**src/rtl/sbqm_pkg.sv**
```systemverilog
// Shared widths, limits and the sensor filter state encoding for the
// queue occupancy counter.
package sbqm_pkg;

  localparam int PCOUNT_W = 3;
  localparam int TCOUNT_W = 2;

  localparam logic [PCOUNT_W-1:0] PCOUNT_MAX = 3'd7;
  localparam logic [TCOUNT_W-1:0] TCOUNT_MIN = 2'd1;
  localparam logic [TCOUNT_W-1:0] TCOUNT_MAX = 2'd3;

  typedef enum logic [1:0] {
    LOW,
    RISE_CHK,
    HIGH,
    FALL_CHK
  } filt_state_e;

endpackage

```
**src/rtl/sensor_conditioner.sv**
```systemverilog
// Photocell conditioner: 2-flop synchroniser, debounce filter FSM and a
// single-cycle event pulse for each accepted beam break.
module sensor_conditioner
  import sbqm_pkg::*;
#(
  parameter int DEBOUNCE_CYCLES = 4,
  parameter int DBC_W           = 8
) (
  input  logic clk,
  input  logic rst,
  input  logic sensor_i,
  output logic evt_o
);

  // The counter is cleared on entry to a CHK state and that entry cycle
  // already counts as one stable sample, so the last count is D-2.
  localparam bit               SINGLE   = (DEBOUNCE_CYCLES == 1);
  localparam logic [DBC_W-1:0] LAST_CNT = (DEBOUNCE_CYCLES >= 2) ?
                                          DBC_W'(DEBOUNCE_CYCLES - 2) : '0;

  logic             meta_q;
  logic             sync_q;
  filt_state_e      state_q;
  logic [DBC_W-1:0] cnt_q;
  logic             evt_q;

  // Bring the asynchronous photocell level into the clk domain.
  always_ff @(posedge clk or posedge rst) begin
    if (rst) begin
      meta_q <= 1'b0;
      sync_q <= 1'b0;
    end else begin
      meta_q <= sensor_i;
      sync_q <= meta_q;
    end
  end

  // Debounce FSM; evt_q pulses once on the edge a rising level is accepted.
  always_ff @(posedge clk or posedge rst) begin
    if (rst) begin
      state_q <= LOW;
      cnt_q   <= '0;
      evt_q   <= 1'b0;
    end else begin
      evt_q <= 1'b0;
      case (state_q)
        LOW: begin
          if (sync_q) begin
            if (SINGLE) begin
              state_q <= HIGH;
              evt_q   <= 1'b1;
            end else begin
              state_q <= RISE_CHK;
              cnt_q   <= '0;
            end
          end
        end
        RISE_CHK: begin
          if (!sync_q) begin
            state_q <= LOW;
          end else if (cnt_q == LAST_CNT) begin
            state_q <= HIGH;
            evt_q   <= 1'b1;
          end else begin
            cnt_q <= cnt_q + DBC_W'(1);
          end
        end
        HIGH: begin
          if (!sync_q) begin
            if (SINGLE) begin
              state_q <= LOW;
            end else begin
              state_q <= FALL_CHK;
              cnt_q   <= '0;
            end
          end
        end
        FALL_CHK: begin
          if (sync_q) begin
            state_q <= HIGH;
          end else if (cnt_q == LAST_CNT) begin
            state_q <= LOW;
          end else begin
            cnt_q <= cnt_q + DBC_W'(1);
          end
        end
        default: state_q <= LOW;
      endcase
    end
  end

  assign evt_o = evt_q;

endmodule

```
**src/rtl/queue_occupancy_counter.sv**
```systemverilog
// Queue occupancy counter: conditions the rear (entry) and front (exit)
// photocells, keeps the saturating people count with full/empty flags and
// registers a validated teller count for the wait-time lookup.
// Optional sticky overflow/underflow flags: define QOC_ERR_FLAGS_EN.
module queue_occupancy_counter
  import sbqm_pkg::*;
#(
  parameter int DEBOUNCE_CYCLES = 4,
  parameter int DBC_W           = 8
) (
  input  logic                clk,
  input  logic                rst,
  input  logic                sensor_rear,
  input  logic                sensor_front,
  input  logic [TCOUNT_W-1:0] teller_req,
`ifdef QOC_ERR_FLAGS_EN
  input  logic                err_clr,
  output logic                ovf,
  output logic                udf,
`endif
  output logic [PCOUNT_W-1:0] people_count,
  output logic [TCOUNT_W-1:0] teller_count,
  output logic                full,
  output logic                empty,
  output logic                count_upd
);

  logic                evt_in;
  logic                evt_out;
  logic [PCOUNT_W-1:0] pcount_q, pcount_d;
  logic [TCOUNT_W-1:0] tcount_q, tcount_d;
  logic                full_q;
  logic                empty_q;
  logic                upd_q;

  sensor_conditioner #(
    .DEBOUNCE_CYCLES(DEBOUNCE_CYCLES),
    .DBC_W          (DBC_W)
  ) u_rear (
    .clk     (clk),
    .rst     (rst),
    .sensor_i(sensor_rear),
    .evt_o   (evt_in)
  );

  sensor_conditioner #(
    .DEBOUNCE_CYCLES(DEBOUNCE_CYCLES),
    .DBC_W          (DBC_W)
  ) u_front (
    .clk     (clk),
    .rst     (rst),
    .sensor_i(sensor_front),
    .evt_o   (evt_out)
  );

  // Saturating count: simultaneous entry and exit cancel out.
  always_comb begin
    pcount_d = pcount_q;
    if (evt_in && !evt_out && (pcount_q != PCOUNT_MAX)) begin
      pcount_d = pcount_q + 1'b1;
    end else if (evt_out && !evt_in && (pcount_q != '0)) begin
      pcount_d = pcount_q - 1'b1;
    end
  end

  // In two bits every nonzero request is in 1..3; zero is illegal and holds.
  always_comb begin
    tcount_d = tcount_q;
    if (teller_req != '0) begin
      tcount_d = teller_req;
    end
  end

  // Count, teller and flags are registered together so they never disagree.
  always_ff @(posedge clk or posedge rst) begin
    if (rst) begin
      pcount_q <= '0;
      tcount_q <= TCOUNT_MIN;
      full_q   <= 1'b0;
      empty_q  <= 1'b1;
      upd_q    <= 1'b0;
    end else begin
      pcount_q <= pcount_d;
      tcount_q <= tcount_d;
      full_q   <= (pcount_d == PCOUNT_MAX);
      empty_q  <= (pcount_d == '0);
      upd_q    <= (pcount_d != pcount_q) || (tcount_d != tcount_q);
    end
  end

  assign people_count = pcount_q;
  assign teller_count = tcount_q;
  assign full         = full_q;
  assign empty        = empty_q;
  assign count_upd    = upd_q;

`ifdef QOC_ERR_FLAGS_EN
  logic ovf_set;
  logic udf_set;
  logic ovf_q;
  logic udf_q;

  assign ovf_set = evt_in && !evt_out && (pcount_q == PCOUNT_MAX);
  assign udf_set = evt_out && !evt_in && (pcount_q == '0);

  // Sticky error flags; a new set beats a clear in the same cycle.
  always_ff @(posedge clk or posedge rst) begin
    if (rst) begin
      ovf_q <= 1'b0;
      udf_q <= 1'b0;
    end else begin
      if (ovf_set)      ovf_q <= 1'b1;
      else if (err_clr) ovf_q <= 1'b0;
      if (udf_set)      udf_q <= 1'b1;
      else if (err_clr) udf_q <= 1'b0;
    end
  end

  assign ovf = ovf_q;
  assign udf = udf_q;
`endif

endmodule

```
**config.mk**
```make
export PLATFORM = sky130hd
export DESIGN_NAME = queue_occupancy_counter
export DESIGN_NICKNAME = d
export VERILOG_FILES = /design/src/rtl/sbqm_pkg.sv /design/src/rtl/sensor_conditioner.sv /design/src/rtl/queue_occupancy_counter.sv
export SDC_FILE = /design/constraint.sdc
export NUM_CORES = 1
export LEC_CHECK = 0
export BUFFER_PORTS_ARGS = -buffer_cell sky130_fd_sc_hd__buf_2
export CORE_ASPECT_RATIO = 0.8
export CORE_MARGIN = 4
export CORE_UTILIZATION = 62
export CTS_CLUSTER_SIZE = 28
export DETAILED_ROUTE_END_ITERATION = 12
export PLACE_DENSITY_LB_ADDON = 0.25
export RECOVER_POWER = 100
export SKIP_LAST_GASP = 1
export SYNTH_ARGS = -nofsm -noshare
export SYNTH_HDL_FRONTEND = slang
export SYNTH_SLANG_ARGS = --single-unit
```
**constraint.sdc**
```tcl
create_clock -name clk -period 3.28 [get_ports clk]
set_clock_uncertainty 0.15 [all_clocks]
set_input_delay 0.164 -clock clk [delete_from_list [all_inputs] [get_ports clk]]
set_output_delay 0.164 -clock clk [all_outputs]
set_load 0.03 [all_outputs]
```
# Word level (Yosys, flattened, before mapping)

Cells that the tools add are included.

Add/sub/neg operators: 4
Equal/unequal tests: 24
Muxes and demuxes: 35
Multiply operators: 0
Divide/modulo/power cells: 0
Order comparisons: 0
Shift-type cells: 0
Reductions and logical operators: 16
Bitwise logic cells: 0

Operators with widths:

| kind                  | number |
|---|---|
| $mux W8               | 10 |
| $pmux W8 S4           | 2 |
| $mux W2               | 13 |
| $add A8 B1 Y8 const B | 2 |
| $eq A8 B2 Y1 const B  | 2 |
| $pmux W2 S4           | 2 |
| $reduce_and A4 Y1     | 4 |
| $ne A3 B3 Y1 const B  | 3 |
| $eq A2 B2 Y1 const B  | 4 |
| $ne A2 B1 Y1 const B  | 4 |
| $ne A2 B2 Y1 const B  | 4 |
| $mux W1               | 6 |
| $mux W3               | 2 |
| $ne A3 B1 Y1 const B  | 2 |
| $eq A2 B1 Y1 const B  | 2 |
| $logic_and A1 B1 Y1   | 4 |
| $logic_not A2 Y1      | 2 |
| $add A3 B1 Y3 const B | 1 |
| $eq A3 B3 Y1 const B  | 1 |
| $logic_not A3 Y1      | 1 |
| $ne A3 B3 Y1          | 1 |
| $reduce_bool A3 Y1    | 1 |
| $sub A3 B1 Y3 const B | 1 |
| $logic_not A1 Y1      | 2 |
| 3 further kinds       | 3 |

Output and inout port bits: 8
Memory bits (read-only): 0
Memory bits (writable): 0
Flip-flop bits (word level): 34
Bits in latches: 0
Memories: 0

# Depth between registers and ports, before layout

Gate-level depths: netlist of the first run.

Depth in word-level cells: 7
Depth in mapped cells: 6
Mapped depth without buffers: 6

# Cells and area by module

A second synthesis of the first run with hierarchy kept.

Cells, all modules: 147
Area total of the unflattened synthesis: 1676.6 µm²

By module, submodules not included:

| module                  | area an instance (µm²) | instances | cells an instance |
|---|---|---|---|
| sensor_conditioner      | 625.6                  | 2         | 56 |
| queue_occupancy_counter | 425.4                  | 1         | 35 |

# Least setup slack after synthesis of the first run

No wires, ideal clock.

Kind: reg-to-reg
Start point: register pcount_q[0] (netlist: people_count[0])
End point: register full_q (netlist: full)
Library setup time: 0.120 ns
Slack: 1.325 ns
Data required time: 3.010 ns
Stages on the path, launching flop included: 7
Data arrival time: 1.685 ns
Cell sequence: dfrtp_1 ha_1 ha_1 nor3b_2 a211oi_1 a211o_1 and3_1

Word-level cells in the longest chain between the ends: 5
Elaborated cells between the ends (all ways): 9

RTL lines:

| element                                                               | RTL line                      | RTL |
|---|---|---|
| start, declared                                                       | queue_occupancy_counter.sv:30 | `logic [PCOUNT_W-1:0] pcount_q, pcount_d;` |
| start signal, assigned                                                | queue_occupancy_counter.sv:83 | `pcount_q <= pcount_d;` |
| parallel branches: the longest is 3 deep, another holds $sub A3 B1 Y3 | --                            |  |
| $mux W3 (*)                                                           | queue_occupancy_counter.sv:59 | `if (evt_in && !evt_out && (pcount_q != PCOUNT_MAX)) begin` |
| named net pcount_d[2]                                                 | queue_occupancy_counter.sv:30 |  |
| $eq A3 B3 Y1 (*)                                                      | queue_occupancy_counter.sv:85 | `full_q <= (pcount_d == PCOUNT_MAX);` |
| end signal, assigned                                                  | queue_occupancy_counter.sv:85 |  |
| end, declared                                                         | queue_occupancy_counter.sv:32 | `logic full_q;` |

Mark *: on every way through the listed nets, which the timed path passes.
A chain may end at the register's enable or synchronous reset.

# Final worst setup path of the first run

Ends and elaborated chain as after synthesis.

==> flow_summary.ini, run 1 <==
[outcome]
status = complete, no violations

[final_layout]
drive_gt1_share_pct = 9.39
final_cell_mix = dfrtp_1, nand2_1, inv_1, o21ai_0, clkbuf_1
antennaDiodeCount = 0
layout_commonest_cell = dfrtp_1
areaGrowthSynthToFinish_pct = 11.8
nets = 195

[min_path]
hold_path.class = reg2reg

[clock_tree]
cts_buffers = 5
h-tree-depth = 2
clk_latency_ns = 0.34
cts_setup_buffers = 0
ctsLongestPathBuffers = 2
cts.sinks = 34
cts_tree = built
clkTransAtPathRegs_ns = 0.10
cts-root-buf = clkbuf_4

[setup_path]
crit_path_max_fanout = 5
cp_data_arrival_time_ns = 2.32
crit_type = reg2reg
crit_path_end_kind = flip-flop
required_ns = 3.41
worst_setup_path_start_kind = flip-flop

[yosys]
synth_seq_cells = 34
synth_top_area_share_pct = 47.8
ys_warn_count = 0
synth_edf_count = 0
ys_types = 43
seq_area_frac_synth_pct = 50.9
synth_fp_nets = 169
syn_area_per_cell_um2 = 10.8
synth_area_mm2 = 0.00168
synth.area.top_cells = dfrtp_1, ha_1, dfstp_2, inv_1, nand2_1
synth_cells = 155
synth_top_area_cell = dfrtp_1
synthFlopType = dfrtp_1
async_flop_share_pct = 100

[sta]
rsz0062_at_grt = false
finalHoldViolations = 0
relSlewSlack_pct = 35.2
max_freq_mhz = 458
finalMaxSlewViolations = 0
timing.final.crit_share_pct = 66.6
post-route-min-period_ns = 2.18
worst_slew_pin_slew_ns = 0.972
setup_viol = 0
setup_tns_ns = 0
hold_slack_ns = 0.191

[die]
die_w_um = 66.1
num_rows = 16
die_area_mm2 = 0.00361
core_area_mm2 = 0.00252
io_pins = 14
start_util_pct = 66.5
die_y_um = 54.5

[route]
first_iter_violations = 79
drc = 0
vias_per_cell = 5.80
wl_mm = 3.16
routedWlPerCell_um = 14.6
antenna_left = 0
dr.pass1.iters = 4
via_count = 1259

[power_and_ir_drop]
p_leak_nw = 0.864
ir_drop_uv = 547
power_density_mw_per_mm2 = 737

[grt]
antenna_found_initial = 0
grt_pass1_wl_mm = 5.50
grt_pass1_vias = 1264
grt-ovfl-total = 0
grt_usage_pct = 21.0
grt_max_degree = 27

[place]
dp_hpwl_mm = 2.28
portBuffers = 13
place.gp.congestion = 0.769

[flow_run]
max_cap_violations = 0
==> cell type report <==
| class | count | area [um2] |
|---|---|---|
| Sequential cell | 34 | 853 |
| Multi-Input combinational cell | 106 | 723 |
| Tap cell | 36 | 45.0 |
| Clock inverter | 1 | 30.0 |
| Fill cell | 192 | 648 |
| Timing Repair Buffer | 21 | 123 |
| Inverter | 13 | 48.8 |
| Clock buffer | 6 | 51.3 |
==> power breakdown <==
part | switching (mW) | leakage [nW] | internal, mW | total [mW]
sequential | 0.0976 | 0.437 | 0.508 | 0.605
combinational | 0.293 | 0.382 | 0.171 | 0.464
clock | 0.135 | 0.0443 | 0.177 | 0.313
total | 0.526 | 0.864 | 0.856 | 1.38
==> Yosys cell counts (all sizes together) (4+ instances only) <==
| library cell | number |
|---|---|
| nand2 | 13 |
| dfrtp | 32 |
| inv | 13 |
| nand2b | 4 |
| nor3 | 5 |
| nor2 | 4 |
| o21ai | 14 |
| nor3b | 5 |
| nand3 | 6 |
| a21o | 5 |
| ha | 8 |
==> per-layer routing <==
layer,track usage [%],vias up,share of wire (%)
met1,26.4,623,46
met5,0,-,0
li1,-,608,-
met2,33.6,20,47
met4,10.8,0,2.0
met3,5.75,8,4.5
==> registers in the layout, summed over array words and instances, names as in the netlist, named ones only <==
signal,flops
u_front.cnt_q,8
u_rear.cnt_q,8
people_count,3
teller_count,2
count_upd,1
empty,1
full,1
u_front.evt_o,1
u_front.meta_q,1
u_front.state_q,1
u_front.sync_q,1
u_rear.evt_o,1
u_rear.meta_q,1
u_rear.state_q,1
u_rear.sync_q,1
==> timing repair <==
| item | in CTS | in global routing |
|---|---|---|
| hold endpoints to repair | 30 | 0 |
| endpoints found under the setup margin | 0 | 0 |
| hold buffers | 6 | 0 |
| resized for setup | 0 | 0 |
==> critical path, stage by stage (launching register included) <==
cell,delay (ns)
dfrtp_1,0.43
ha_1,0.22
ha_1,0.17
nor3b_1,0.49
a21oi_1,0.16
xnor2_1,0.31
and3_1,0.20
==> through the flow <==
stage               util, %  setup slack, ns  cells  area, um2  total power, mW
finish                 74.3             1.10    217       1870             1.38
global route           74.3            0.974    217       1870             1.48
CTS                    76.7             1.30    217       1930             1.43
detailed placement     71.1             1.32    204       1790             1.11
global placement       71.1             1.43    204       1790             1.07
floorplan                 -             1.33    155       1680            0.975
==> logic make-up after synthesis <==
logic type | after synthesis | share of synthesized area [%]
buffers and inverters | 15 | 3.43
muxes | 5 | 3.21
adders and majority gates | 8 | 5.97
DFF | 34 | 50.9
xor gates and xnor gates | 4 | 2.09
and+or+nand+nor | 48 | 17.3
AOI/OAI and AO/OA | 41 | 17.1
==> worst paths after layout <==
kind,startpoint,to,slack [ns],cells past startpoint
worst max-delay path,people_count[0],full,1.10,6
worst min-delay path,u_front.meta_q,u_front.sync_q,0.19,0
worst max register to register,people_count[0],full,1.10,6
worst min register to register,u_front.meta_q,u_front.sync_q,0.19,0
max in group asynchronous,rst,teller_count[0],1.61,4
min in group asynchronous,rst,u_front.cnt_q[4],0.43,3
(Power assumes the default switching activity.)
==> run 2, diff against run 1 <==
Settings changed: CORE_UTILIZATION 62 to 52.
Clock period 3.28 ns to 2 ns, I/O delays scaled along.
==> run 2 against run 1 <==
Largest cell class unchanged. Utilization shrank 11 points. Sequential power grew 64%. Setup slack lost 1.0 ns. Wire length shrank 8.4%. Global-route usage shrank 5.6 points. Worst hold slack gained 0.0078 ns. Design area grew 4.0%. Sequential cell count is the same. Combinational power grew 74%. Critical path depth is the same. Count of clock-buffer cells in the layout grew 1. Sequential share of layout area shrank 1.8 points.
==> flow_summary.ini, run 2 (synthesized netlist as in run 1, its figures left out) <==
[route]
antenna_left = 0
routedWlPerCell_um = 13.0
vias_per_cell = 5.39
wl_mm = 2.89
first_iter_violations = 44
dr.pass1.iters = 4
via_count = 1197
drc = 0

[outcome]
status = complete, no violations

[clock_tree]
clkTransAtPathRegs_ns = 0.06
cts_tree = built
clk_latency_ns = 0.28
cts_buffers = 5
h-tree-depth = 2
cts-root-buf = clkbuf_8
cts_setup_buffers = 0
ctsLongestPathBuffers = 2
cts.sinks = 34

[final_layout]
layout_commonest_cell = dfrtp_1
drive_gt1_share_pct = 14.8
final_cell_mix = dfrtp_1, nand2_1, inv_1
areaGrowthSynthToFinish_pct = 16.3
num-fill-cells = 238
nets = 195
antennaDiodeCount = 0

[sta]
timing.final.crit_share_pct = 95.1
post-route-min-period_ns = 1.90
setup_tns_ns = 0
finalMaxSlewViolations = 0
hold_slack_ns = 0.199
finalHoldViolations = 0
relSlewSlack_pct = 64.6
worst_slew_pin_slew_ns = 0.527
max_freq_mhz = 526
setup_viol = 0
setup_ws_ns = 0.0988

[power_and_ir_drop]
comb_power_share_pct = 35.1
p_int_mw = 1.44
power_density_mw_per_mm2 = 1180
ir_drop_uv = 651
p_clk_share_pct = 21.8
switching_power_uw = 859
seqPwrFrac_pct = 43.1
swShare_pct = 37.4
power_mw = 2.30
p_leak_nw = 0.894

[die]
die_area_mm2 = 0.00420
die_y_um = 58.8
die_w_um = 71.5
core_area_mm2 = 0.00309
start_util_pct = 54.3
io_pins = 14
num_rows = 18

[place]
portBuffers = 13
place.gp.congestion = 0.817
dp_hpwl_mm = 2.13
dp_slack_ns = 0.0824

[setup_path]
crit_path_max_fanout = 5
reg2regPathDepth = 6
crit_type = reg2reg
required_ns = 2.02
crit_start = people_count[0]
crit_path_end_kind = flip-flop
ff2ff_setup_slack_ns = 0.1
worst_setup_path_start_kind = flip-flop
r2r-end = full
r2r-start = people_count[0]
cp_data_arrival_time_ns = 1.92

[grt]
grt_usage_pct = 15.4
antenna_found_initial = 0
grt_pass1_vias = 1151
grt_pass1_wl_mm = 5.08
grt_max_degree = 24
grt-ovfl-total = 0

[min_path]
whs_endpoint = u_front.sync_q
holdPathStages = 0
hold_path.class = reg2reg
hold_path.startpoint = u_front.meta_q

[flow_run]
max_cap_violations = 0
-- run 2: worst max-delay path by stage --
| stage | endpoint | cells after the start |
|---|---|---|
| global route | empty | 6 |
| global placement | full | 6 |
| floorplan | full | 6 |
| finish | full | 6 |
| CTS | full | 6 |
| detailed placement | full | 6 |
-- run 2: power groups by stage --
stage | registers (mW) | logic, mW | clock network, mW
floorplan | 1.04 | 0.558 | 0
global placement | 0.985 | 0.770 | 0
detailed placement | 0.999 | 0.798 | 0
CTS | 0.987 | 0.811 | 0.521
global route | 1.01 | 0.902 | 0.560
finish | 0.991 | 0.807 | 0.501
-- run 2: timing repair --
action,CTS,global route
hold endpoints to repair,16,0
hold buffers,6,0
resized for setup,0,1
setup endpoints to repair,0,2
-- run 2: stage by stage --
stage | utilization (%) | instances | instance area [um2]
after floorplan | - | 155 | 1680
after global placement | 58.3 | 208 | 1800
after detailed placement | 58.3 | 208 | 1800
after CTS | 63.2 | 222 | 1950
after global routing | 63.2 | 222 | 1950
final | 63.2 | 222 | 1950
-- run 2: area by class of cell --
cell class	count	area (um2)	share of cell area, %
Sequential cell	34	853	43.8
Multi-Input combinational cell	106	772	39.6
Inverter	13	48.8	2.50
Timing Repair Buffer	21	134	6.87
Tap cell	40	50.0	2.57
Clock buffer	7	86.3	4.43
Clock inverter	1	5.00	0.257
-- run 2: per-layer routing --
layer | GRT usage, % | up-vias | routed length (um)
met3 | 5.46 | 4 | 127
li1 | - | 613 | -
met1 | 20.7 | 563 | 1450
met2 | 23.3 | 17 | 1290
met4 | 5.36 | 0 | 27
met5 | 0 | - | 0
-- run 2: worst max-delay path, cell delays in order, from the launching register on --
cell	delay [ns]
dfrtp_1	0.42
ha_1	0.21
ha_1	0.21
nor3b_4	0.26
a211oi_1	0.08
a211o_1	0.26
and3_1	0.19
